===== src/rtl/tile_scheduler_if.sv =====
// tile_scheduler_if: render-box command bus from the command decoder to the tile scheduler.
interface tile_scheduler_if;
  logic               cmd_valid;
  logic               cmd_ready;
  logic [8:0]         tiles_x;
  logic [8:0]         tiles_y;
  logic signed [31:0] w0_init;
  logic signed [31:0] w1_init;
  logic signed [31:0] w2_init;
  logic signed [18:0] A01;
  logic signed [18:0] A12;
  logic signed [18:0] A20;
  logic signed [23:0] B01;
  logic signed [23:0] B12;
  logic signed [23:0] B20;
  logic [31:0]        addr_init;
  logic [15:0]        stride;
  modport master (
    output cmd_valid, tiles_x, tiles_y, w0_init, w1_init, w2_init,
           A01, A12, A20, B01, B12, B20, addr_init, stride,
    input  cmd_ready
  );
  modport slave (
    input  cmd_valid, tiles_x, tiles_y, w0_init, w1_init, w2_init,
           A01, A12, A20, B01, B12, B20, addr_init, stride,
    output cmd_ready
  );
endinterface


===== src/rtl/tile_scheduler.sv =====
// tile_scheduler: walks a box of tiles through raster and write-out, overlapping raster of the next tile with the drain of the last.
module tile_scheduler #(
  parameter int TILE_LOG2      = 5,
  parameter int PIX_BYTES_LOG2 = 1
) (
  input  logic                gpu_clk,
  input  logic                gpu_resetn,
  tile_scheduler_if.slave     cmd,
  input  logic                abort,
  output logic [31:0]         w0_out,
  output logic [31:0]         w1_out,
  output logic [31:0]         w2_out,
  output logic [31:0]         wr_addr_out,
  output logic                tile_start,
  input  logic                tile_done,
  output logic                write_start,
  input  logic                writer_reading,
  input  logic                writer_flushed,
  output logic                busy,
  output logic                box_done,
  output logic [15:0]         tiles_written
);
  typedef enum logic [2:0] {IDLE, RASTER, RWAIT, ADV, FLUSH, FIN} state_t;
  localparam logic [31:0] X_STEP = 32'd1 << (TILE_LOG2 + PIX_BYTES_LOG2);
  state_t           state_q, state_d;
  logic             guard_q, guard_d;
  logic             abort_pend_q, abort_pend_d;
  logic             tile_start_q, tile_start_d;
  logic             write_start_q, write_start_d;
  logic             box_done_q, box_done_d;
  logic [8:0]       tx_q, tx_d, ty_q, ty_d, col_q, col_d, row_q, row_d;
  logic [2:0][31:0] w_q, w_d, wr_q, wr_d, ax_q, ax_d, by_q, by_d;
  logic [31:0]      addr_q, addr_d, row_addr_q, row_addr_d, y_step_q, y_step_d;
  logic [15:0]      tw_q, tw_d;
  always_comb begin
    state_d       = state_q;
    abort_pend_d  = abort_pend_q;
    tile_start_d  = 1'b0;
    write_start_d = 1'b0;
    box_done_d    = 1'b0;
    tx_d          = tx_q;
    ty_d          = ty_q;
    col_d         = col_q;
    row_d         = row_q;
    w_d           = w_q;
    wr_d          = wr_q;
    ax_d          = ax_q;
    by_d          = by_q;
    addr_d        = addr_q;
    row_addr_d    = row_addr_q;
    y_step_d      = y_step_q;
    tw_d          = tw_q;
    unique case (state_q)
      IDLE: if (cmd.cmd_valid) begin
        tx_d         = cmd.tiles_x;
        ty_d         = cmd.tiles_y;
        w_d          = {cmd.w2_init, cmd.w1_init, cmd.w0_init};
        wr_d         = {cmd.w2_init, cmd.w1_init, cmd.w0_init};
        // Steps are widened with sign before the tile shift; 19+5 and 24+5 bits fit in 32.
        ax_d         = {32'(cmd.A20) << TILE_LOG2, 32'(cmd.A12) << TILE_LOG2, 32'(cmd.A01) << TILE_LOG2};
        by_d         = {32'(cmd.B20) << TILE_LOG2, 32'(cmd.B12) << TILE_LOG2, 32'(cmd.B01) << TILE_LOG2};
        addr_d       = cmd.addr_init;
        row_addr_d   = cmd.addr_init;
        y_step_d     = 32'(cmd.stride) << TILE_LOG2;
        col_d        = '0;
        row_d        = '0;
        tw_d         = '0;
        abort_pend_d = 1'b0;
        state_d      = (cmd.tiles_x == '0 || cmd.tiles_y == '0) ? FIN : RASTER;
      end
      RASTER: if (abort) state_d = FLUSH;
        else if (tile_done) begin
        tile_start_d = 1'b1;
        state_d      = RWAIT;
      end
      RWAIT: begin
        // An abort here only stops the walk once the in-flight tile has been handed to the writer.
        abort_pend_d = abort_pend_q | abort;
        if (!guard_q && tile_done && !writer_reading) begin
          write_start_d = 1'b1;
          tw_d          = tw_q + 16'd1;
          state_d       = (abort_pend_q | abort) ? FLUSH : ADV;
        end
      end
      ADV: if (abort) state_d = FLUSH;
        else if (col_q != tx_q - 9'd1) begin
        col_d   = col_q + 9'd1;
        for (int i = 0; i < 3; i++) w_d[i] = w_q[i] + ax_q[i];
        addr_d  = addr_q + X_STEP;
        state_d = RASTER;
      end else if (row_q != ty_q - 9'd1) begin
        col_d      = '0;
        row_d      = row_q + 9'd1;
        for (int i = 0; i < 3; i++) begin
          wr_d[i] = wr_q[i] + by_q[i];
          w_d[i]  = wr_q[i] + by_q[i];
        end
        row_addr_d = row_addr_q + y_step_q;
        addr_d     = row_addr_q + y_step_q;
        state_d    = RASTER;
      end else state_d = FLUSH;
      FLUSH: if (!guard_q && writer_flushed && !writer_reading) state_d = FIN;
      FIN: begin
        box_done_d = 1'b1;
        state_d    = IDLE;
      end
      default: state_d = IDLE;
    endcase
    guard_d = state_d != state_q;
  end
  always_ff @(posedge gpu_clk or negedge gpu_resetn)
    if (!gpu_resetn) begin
      state_q       <= IDLE;
      guard_q       <= 1'b0;
      abort_pend_q  <= 1'b0;
      tile_start_q  <= 1'b0;
      write_start_q <= 1'b0;
      box_done_q    <= 1'b0;
      tx_q          <= '0;
      ty_q          <= '0;
      col_q         <= '0;
      row_q         <= '0;
      w_q           <= '0;
      wr_q          <= '0;
      ax_q          <= '0;
      by_q          <= '0;
      addr_q        <= '0;
      row_addr_q    <= '0;
      y_step_q      <= '0;
      tw_q          <= '0;
    end else begin
      state_q       <= state_d;
      guard_q       <= guard_d;
      abort_pend_q  <= abort_pend_d;
      tile_start_q  <= tile_start_d;
      write_start_q <= write_start_d;
      box_done_q    <= box_done_d;
      tx_q          <= tx_d;
      ty_q          <= ty_d;
      col_q         <= col_d;
      row_q         <= row_d;
      w_q           <= w_d;
      wr_q          <= wr_d;
      ax_q          <= ax_d;
      by_q          <= by_d;
      addr_q        <= addr_d;
      row_addr_q    <= row_addr_d;
      y_step_q      <= y_step_d;
      tw_q          <= tw_d;
    end
  assign cmd.cmd_ready   = state_q == IDLE;
  assign busy            = state_q != IDLE;
  assign tile_start      = tile_start_q;
  assign write_start     = write_start_q;
  assign box_done        = box_done_q;
  assign w0_out          = w_q[0];
  assign w1_out          = w_q[1];
  assign w2_out          = w_q[2];
  assign wr_addr_out     = addr_q;
  assign tiles_written   = tw_q;
endmodule


===== src/flat_wrapper.sv =====
// flat-port wrapper written by rule: the top's interface ports become plain ports
module tile_scheduler_flat 
#(
  parameter int TILE_LOG2      = 5,
  parameter int PIX_BYTES_LOG2 = 1
)
  (gpu_clk, gpu_resetn, abort, w0_out, w1_out, w2_out, wr_addr_out, tile_start, tile_done, write_start, writer_reading, writer_flushed, busy, box_done, tiles_written, cmd_cmd_valid, cmd_tiles_x, cmd_tiles_y, cmd_w0_init, cmd_w1_init, cmd_w2_init, cmd_A01, cmd_A12, cmd_A20, cmd_B01, cmd_B12, cmd_B20, cmd_addr_init, cmd_stride, cmd_cmd_ready);
  tile_scheduler_if cmd_i ();
  input  logic gpu_clk;
  input  logic gpu_resetn;
  input  logic abort;
  output logic [31:0] w0_out;
  output logic [31:0] w1_out;
  output logic [31:0] w2_out;
  output logic [31:0] wr_addr_out;
  output logic tile_start;
  input  logic tile_done;
  output logic write_start;
  input  logic writer_reading;
  input  logic writer_flushed;
  output logic busy;
  output logic box_done;
  output logic [15:0] tiles_written;
  input wire logic [$bits(cmd_i.cmd_valid)-1:0] cmd_cmd_valid;
  input wire logic [$bits(cmd_i.tiles_x)-1:0] cmd_tiles_x;
  input wire logic [$bits(cmd_i.tiles_y)-1:0] cmd_tiles_y;
  input wire logic [$bits(cmd_i.w0_init)-1:0] cmd_w0_init;
  input wire logic [$bits(cmd_i.w1_init)-1:0] cmd_w1_init;
  input wire logic [$bits(cmd_i.w2_init)-1:0] cmd_w2_init;
  input wire logic [$bits(cmd_i.A01)-1:0] cmd_A01;
  input wire logic [$bits(cmd_i.A12)-1:0] cmd_A12;
  input wire logic [$bits(cmd_i.A20)-1:0] cmd_A20;
  input wire logic [$bits(cmd_i.B01)-1:0] cmd_B01;
  input wire logic [$bits(cmd_i.B12)-1:0] cmd_B12;
  input wire logic [$bits(cmd_i.B20)-1:0] cmd_B20;
  input wire logic [$bits(cmd_i.addr_init)-1:0] cmd_addr_init;
  input wire logic [$bits(cmd_i.stride)-1:0] cmd_stride;
  output wire logic [$bits(cmd_i.cmd_ready)-1:0] cmd_cmd_ready;
  assign cmd_i.cmd_valid = cmd_cmd_valid;
  assign cmd_i.tiles_x = cmd_tiles_x;
  assign cmd_i.tiles_y = cmd_tiles_y;
  assign cmd_i.w0_init = cmd_w0_init;
  assign cmd_i.w1_init = cmd_w1_init;
  assign cmd_i.w2_init = cmd_w2_init;
  assign cmd_i.A01 = cmd_A01;
  assign cmd_i.A12 = cmd_A12;
  assign cmd_i.A20 = cmd_A20;
  assign cmd_i.B01 = cmd_B01;
  assign cmd_i.B12 = cmd_B12;
  assign cmd_i.B20 = cmd_B20;
  assign cmd_i.addr_init = cmd_addr_init;
  assign cmd_i.stride = cmd_stride;
  assign cmd_cmd_ready = cmd_i.cmd_ready;
  tile_scheduler #(.TILE_LOG2(TILE_LOG2), .PIX_BYTES_LOG2(PIX_BYTES_LOG2)) u_core (.gpu_clk(gpu_clk), .gpu_resetn(gpu_resetn), .cmd(cmd_i), .abort(abort), .w0_out(w0_out), .w1_out(w1_out), .w2_out(w2_out), .wr_addr_out(wr_addr_out), .tile_start(tile_start), .tile_done(tile_done), .write_start(write_start), .writer_reading(writer_reading), .writer_flushed(writer_flushed), .busy(busy), .box_done(box_done), .tiles_written(tiles_written));
endmodule

===== config.mk =====
export PLATFORM = sky130hd
export DESIGN_NAME = tile_scheduler_flat
export DESIGN_NICKNAME = d
export VERILOG_FILES = /design/src/rtl/tile_scheduler_if.sv /design/src/rtl/tile_scheduler.sv /design/src/flat_wrapper.sv
export SDC_FILE = /design/constraint.sdc
export NUM_CORES = 2
export LEC_CHECK = 0
export ABC_AREA = 1
export BUFFER_PORTS_ARGS = -buffer_cell sky130_fd_sc_hd__buf_2
export CAP_MARGIN = 5
export CELL_PAD_IN_SITES_DETAIL_PLACEMENT = 0
export CELL_PAD_IN_SITES_GLOBAL_PLACEMENT = 1
export CORE_AREA = 2 2 308 310
export CTS_BUF_LIST = sky130_fd_sc_hd__clkbuf_4 sky130_fd_sc_hd__clkbuf_8
export DETAILED_ROUTE_END_ITERATION = 12
export DIE_AREA = 0 0 310 312
export GPL_TIMING_DRIVEN = 1
export PLACE_DENSITY_LB_ADDON = 0.15
export SLEW_MARGIN = 40
export SYNTH_ARGS = -nofsm -noshare
export SYNTH_HDL_FRONTEND = slang
export SYNTH_SLANG_ARGS = --single-unit

===== constraint.sdc =====
create_clock -name gpu_clk -period 2.2 [get_ports gpu_clk]
set_clock_uncertainty 0.05 [all_clocks]
set_input_delay 0.44 -clock gpu_clk [delete_from_list [all_inputs] [get_ports gpu_clk]]
set_output_delay 0.44 -clock gpu_clk [all_outputs]
set_load 0.005 [all_outputs]

==> flow_metrics.env <==
export IMPL_outcome="finished with violations"
export IMPL_failed_checks="setup timing"
export IMPL_netlist_top_cells_count="nand2_1, inv_1, dfrtp_1"
export IMPL_max_freq_ghz=0.397
export IMPL_dieArea_um2=96700
export IMPL_clk_pin_slew_ns=0.06
export IMPL_place_gp_congestion=0.981
export IMPL_p_total_mw=85.6
export IMPL_yosysSeqAreaShare_pct=32.7
export IMPL_required_ns=2.86
export IMPL_drive_gt1_share_pct=26.4
export IMPL_cp_top_family="simple AND/OR/NAND/NOR gates"
export IMPL_clockRootBuffer="clkbuf_8"
export IMPL_fp_dieW_um=310
export IMPL_p_leak_nw=30.0
export IMPL_wl_per_cell_um=18.5
export IMPL_syn_area_um2=35200
export IMPL_crit_path_max_incr_delay_ns=0.46
export IMPL_start_util_pct=37.9
export IMPL_synthTopCellsByArea="dfrtp_1, nand2_1, inv_1, ha_1, nand3_1"
export IMPL_multi_input_area_um2=22400
export IMPL_grtUsageTotal_pct=31.9
export IMPL_fin_ws_ns=-0.317
export IMPL_ys_warn_count=0
export IMPL_row_count=112
export IMPL_cts_buffers=92
export IMPL_place_ws_ns=-0.514
export IMPL_grt_pass1_wl_mm=236
export IMPL_netlist_area_leader_share_pct=32.7
export IMPL_drt_wl_total_mm=158
export IMPL_area_growth_pct=50.1
export IMPL_whs_path_depth=4
export IMPL_path_cells="nor2_1 -> nand3_2 -> nand2_2 -> nand2_1 -> nand2_1 -> nand2_1 -> nor2_1 -> nand2_2 -> nor2_4 -> nand3_4 -> nand2_8 -> buf_12 -> clkbuf_16 -> buf_12 -> nand2_1 -> nand2_1"
export IMPL_cts_buffer_depth=3
export IMPL_final_setup_viol_count=256
export IMPL_grt_max_degree=94
export IMPL_criticalPathCategory="reg -> reg"
export IMPL_cts_tree="done"
export IMPL_start_kind="flop"
export IMPL_nFillCells=9478
export IMPL_drv_slew=0
export IMPL_ys_ff_latch=461
export IMPL_syn_nets=6246
export IMPL_endpoint_kind="flop"
export IMPL_worst_pin_slew_ns=0.684
export IMPL_final_period_utilization_pct=114
export IMPL_drc=0
export IMPL_syn_area_per_cell_um2=6.11
export IMPL_yosysUniqueCellTypes=41
export IMPL_grt_overflow=0
export IMPL_grt_antenna_before_repair=5
export IMPL_synthCells=5763
export IMPL_rr_worst_depth=16
export IMPL_arrival_ns=3.18
export IMPL_critPathSlowestCell="dfrtp_2"
export IMPL_synth_ff_type="dfrtp_1"
export IMPL_ant_nets=0
export IMPL_die_y_um=312
export IMPL_synth_edf_count=0
export IMPL_period_needed_ns=2.52
export IMPL_cp_startpoint="u_core.tx_q[3]"
export IMPL_cp_max_fo=8
export IMPL_grt_pass1_vias=41400
export IMPL_worst_path_buf_inv=3
export IMPL_regArea_um2=11500
export IMPL_hpwl_mm=119
export IMPL_numClockSinks=461
export IMPL_vias=41500
export IMPL_io_buffers=446
export IMPL_viasPerCell=4.85
export IMPL_nNetsFinal=7723
export IMPL_hold_violations=0
export IMPL_hold_class="in -> reg"
export IMPL_io_pin_count=447
export IMPL_peakVddDrop_mv=0.983
export IMPL_grt_setup_unrepaired="yes"
export IMPL_timing_max_cap_violations=0
export IMPL_synth_top_area_cell="dfrtp_1"
export IMPL_yosysMostFrequentCell="nand2_1"
export IMPL_clk_latency_ns=0.77
export IMPL_async_flop_share_pct=100
export IMPL_hold_start="cmd_cmd_valid"
export IMPL_drtIter0Drc=2844
export IMPL_critPathMostFrequentCell="nand2_1"
export IMPL_fin_util_pct=56.8
export IMPL_dr_pass1_iters=6
export IMPL_h_tree_depth=3
export IMPL_slew_limit_headroom_pct=54.4
export IMPL_powerDensity_nw_per_um2=1620
export IMPL_cp_num_cells=16
export IMPL_r2r_start="u_core.tx_q[3]"
export IMPL_coreArea_um2=93000
[timing repair]
action | 4_1_cts | 5_1_grt
endpoints found under the hold margin | 681 | 0
buffers inserted | 28 | 30
pin swaps | 51 | 136
hold buffers | 242 | 0
resized for setup | 245 | 409
cloned | 22 | 10
setup endpoints to repair | 258 | 262
[logic make-up (layout without fill, tap and decap cells)]
group / after synthesis / after routing / synth area share (%)
multiplexers: 1 / 1 / 0.0284
adder cells (fa/ha/maj): 185 / 185 / 6.72
other: 0 / 3 / 0
flip-flops: 461 / 461 / 32.7
AO/OA/AOI/OAI: 333 / 333 / 4.95
AND/OR/NAND/NOR: 3796 / 3796 / 42.9
buffers and inverters: 856 / 2401 / 9.38
XOR/XNOR: 131 / 131 / 3.30
[final timing paths]
| path | endpoint | slack (ns) |
|---|---|---|
| hold reg to reg | u_core.w1_out[4] | 0.42 |
| setup / recovery | u_core.w0_out[29] | -0.32 |
| setup reg to reg | u_core.w0_out[29] | -0.32 |
| hold / removal | u_core.tiles_written[0] | 0.02 |
| max in group asynchronous | u_core.ax_q[55] | 1.21 |
| min in group asynchronous | u_core.by_q[80] | 0.09 |
[per-layer routing]
layer | up-vias | GRT usage (%) | wire (µm)
met5 | - | 0 | 0
met4 | 0 | 13.8 | 7290
met3 | 301 | 3.83 | 7770
met2 | 1154 | 55.5 | 77100
met1 | 19300 | 39.6 | 66100
li1 | 20700 | - | -
[cells in the final DEF (no fill, tap or decap), types with 28 or more instances in the layout]
cell,instances
o21ai_0,126
dlygate4sd3_1,242
o21ai_1,28
a21oi_1,110
inv_1,688
nor3_1,34
dfrtp_1,450
buf_4,723
nand3_1,275
nor2_2,34
nand2_2,178
ha_1,142
nand3_2,36
buf_12,59
nand2_1,2673
clkbuf_8,115
nand4_1,92
ha_4,29
xor2_1,44
xnor2_1,79
buf_2,445
nor2_1,332
nand2_4,68
[state kept, by name (all words and copies together) (netlist names), 9 cells and up]
name                  flops
u_core.wr_q              96
u_core.by_q              72
u_core.ax_q              57
u_core.row_addr_q        32
u_core.w0_out            32
u_core.w1_out            32
u_core.w2_out            32
u_core.wr_addr_out       32
u_core.tiles_written     16
u_core.y_step_q          16
u_core.col_q              9
u_core.row_q              9
u_core.tx_q               9
u_core.ty_q               9
[tightest hold or removal path: stages]
cell     delay (ns)
buf_2          0.10
nand2_4        0.07
nand2_2        0.11
a21oi_1        0.07
[power by group]
group	switching [mW]	internal, mW
clock network	4.37	6.04
logic	32.6	26.6
registers	3.70	12.3
total	40.7	44.9
[final cells by class]
| class | instances | area share [%] |
|---|---|---|
| Sequential cell | 461 | 21.8 |
| Tap cell | 1254 | 2.97 |
| Antenna cell | 3 | 0.0142 |
| Clock buffer | 138 | 3.32 |
| Clock inverter | 24 | 0.663 |
| Inverter | 703 | 5.05 |
| Multi-Input combinational cell | 4446 | 42.4 |
| Timing Repair Buffer | 1536 | 23.8 |
[stage by stage]
stage | hold slack (ns) | setup TNS [ns] | area, µm² | instances
2_1_floorplan | 0.0944 | 0 | 35200 | 5763
3_3_place_gp | 0.281 | -54.00 | 44700 | 8075
3_5_place_dp | 0.273 | -61.60 | 44700 | 8075
4_1_cts | 0.00234 | -38.00 | 51100 | 8528
5_1_grt | 0.00522 | -88.27 | 52900 | 8565
6_report | 0.0195 | -59.31 | 52900 | 8565
(Power assumes the default switching activity.)
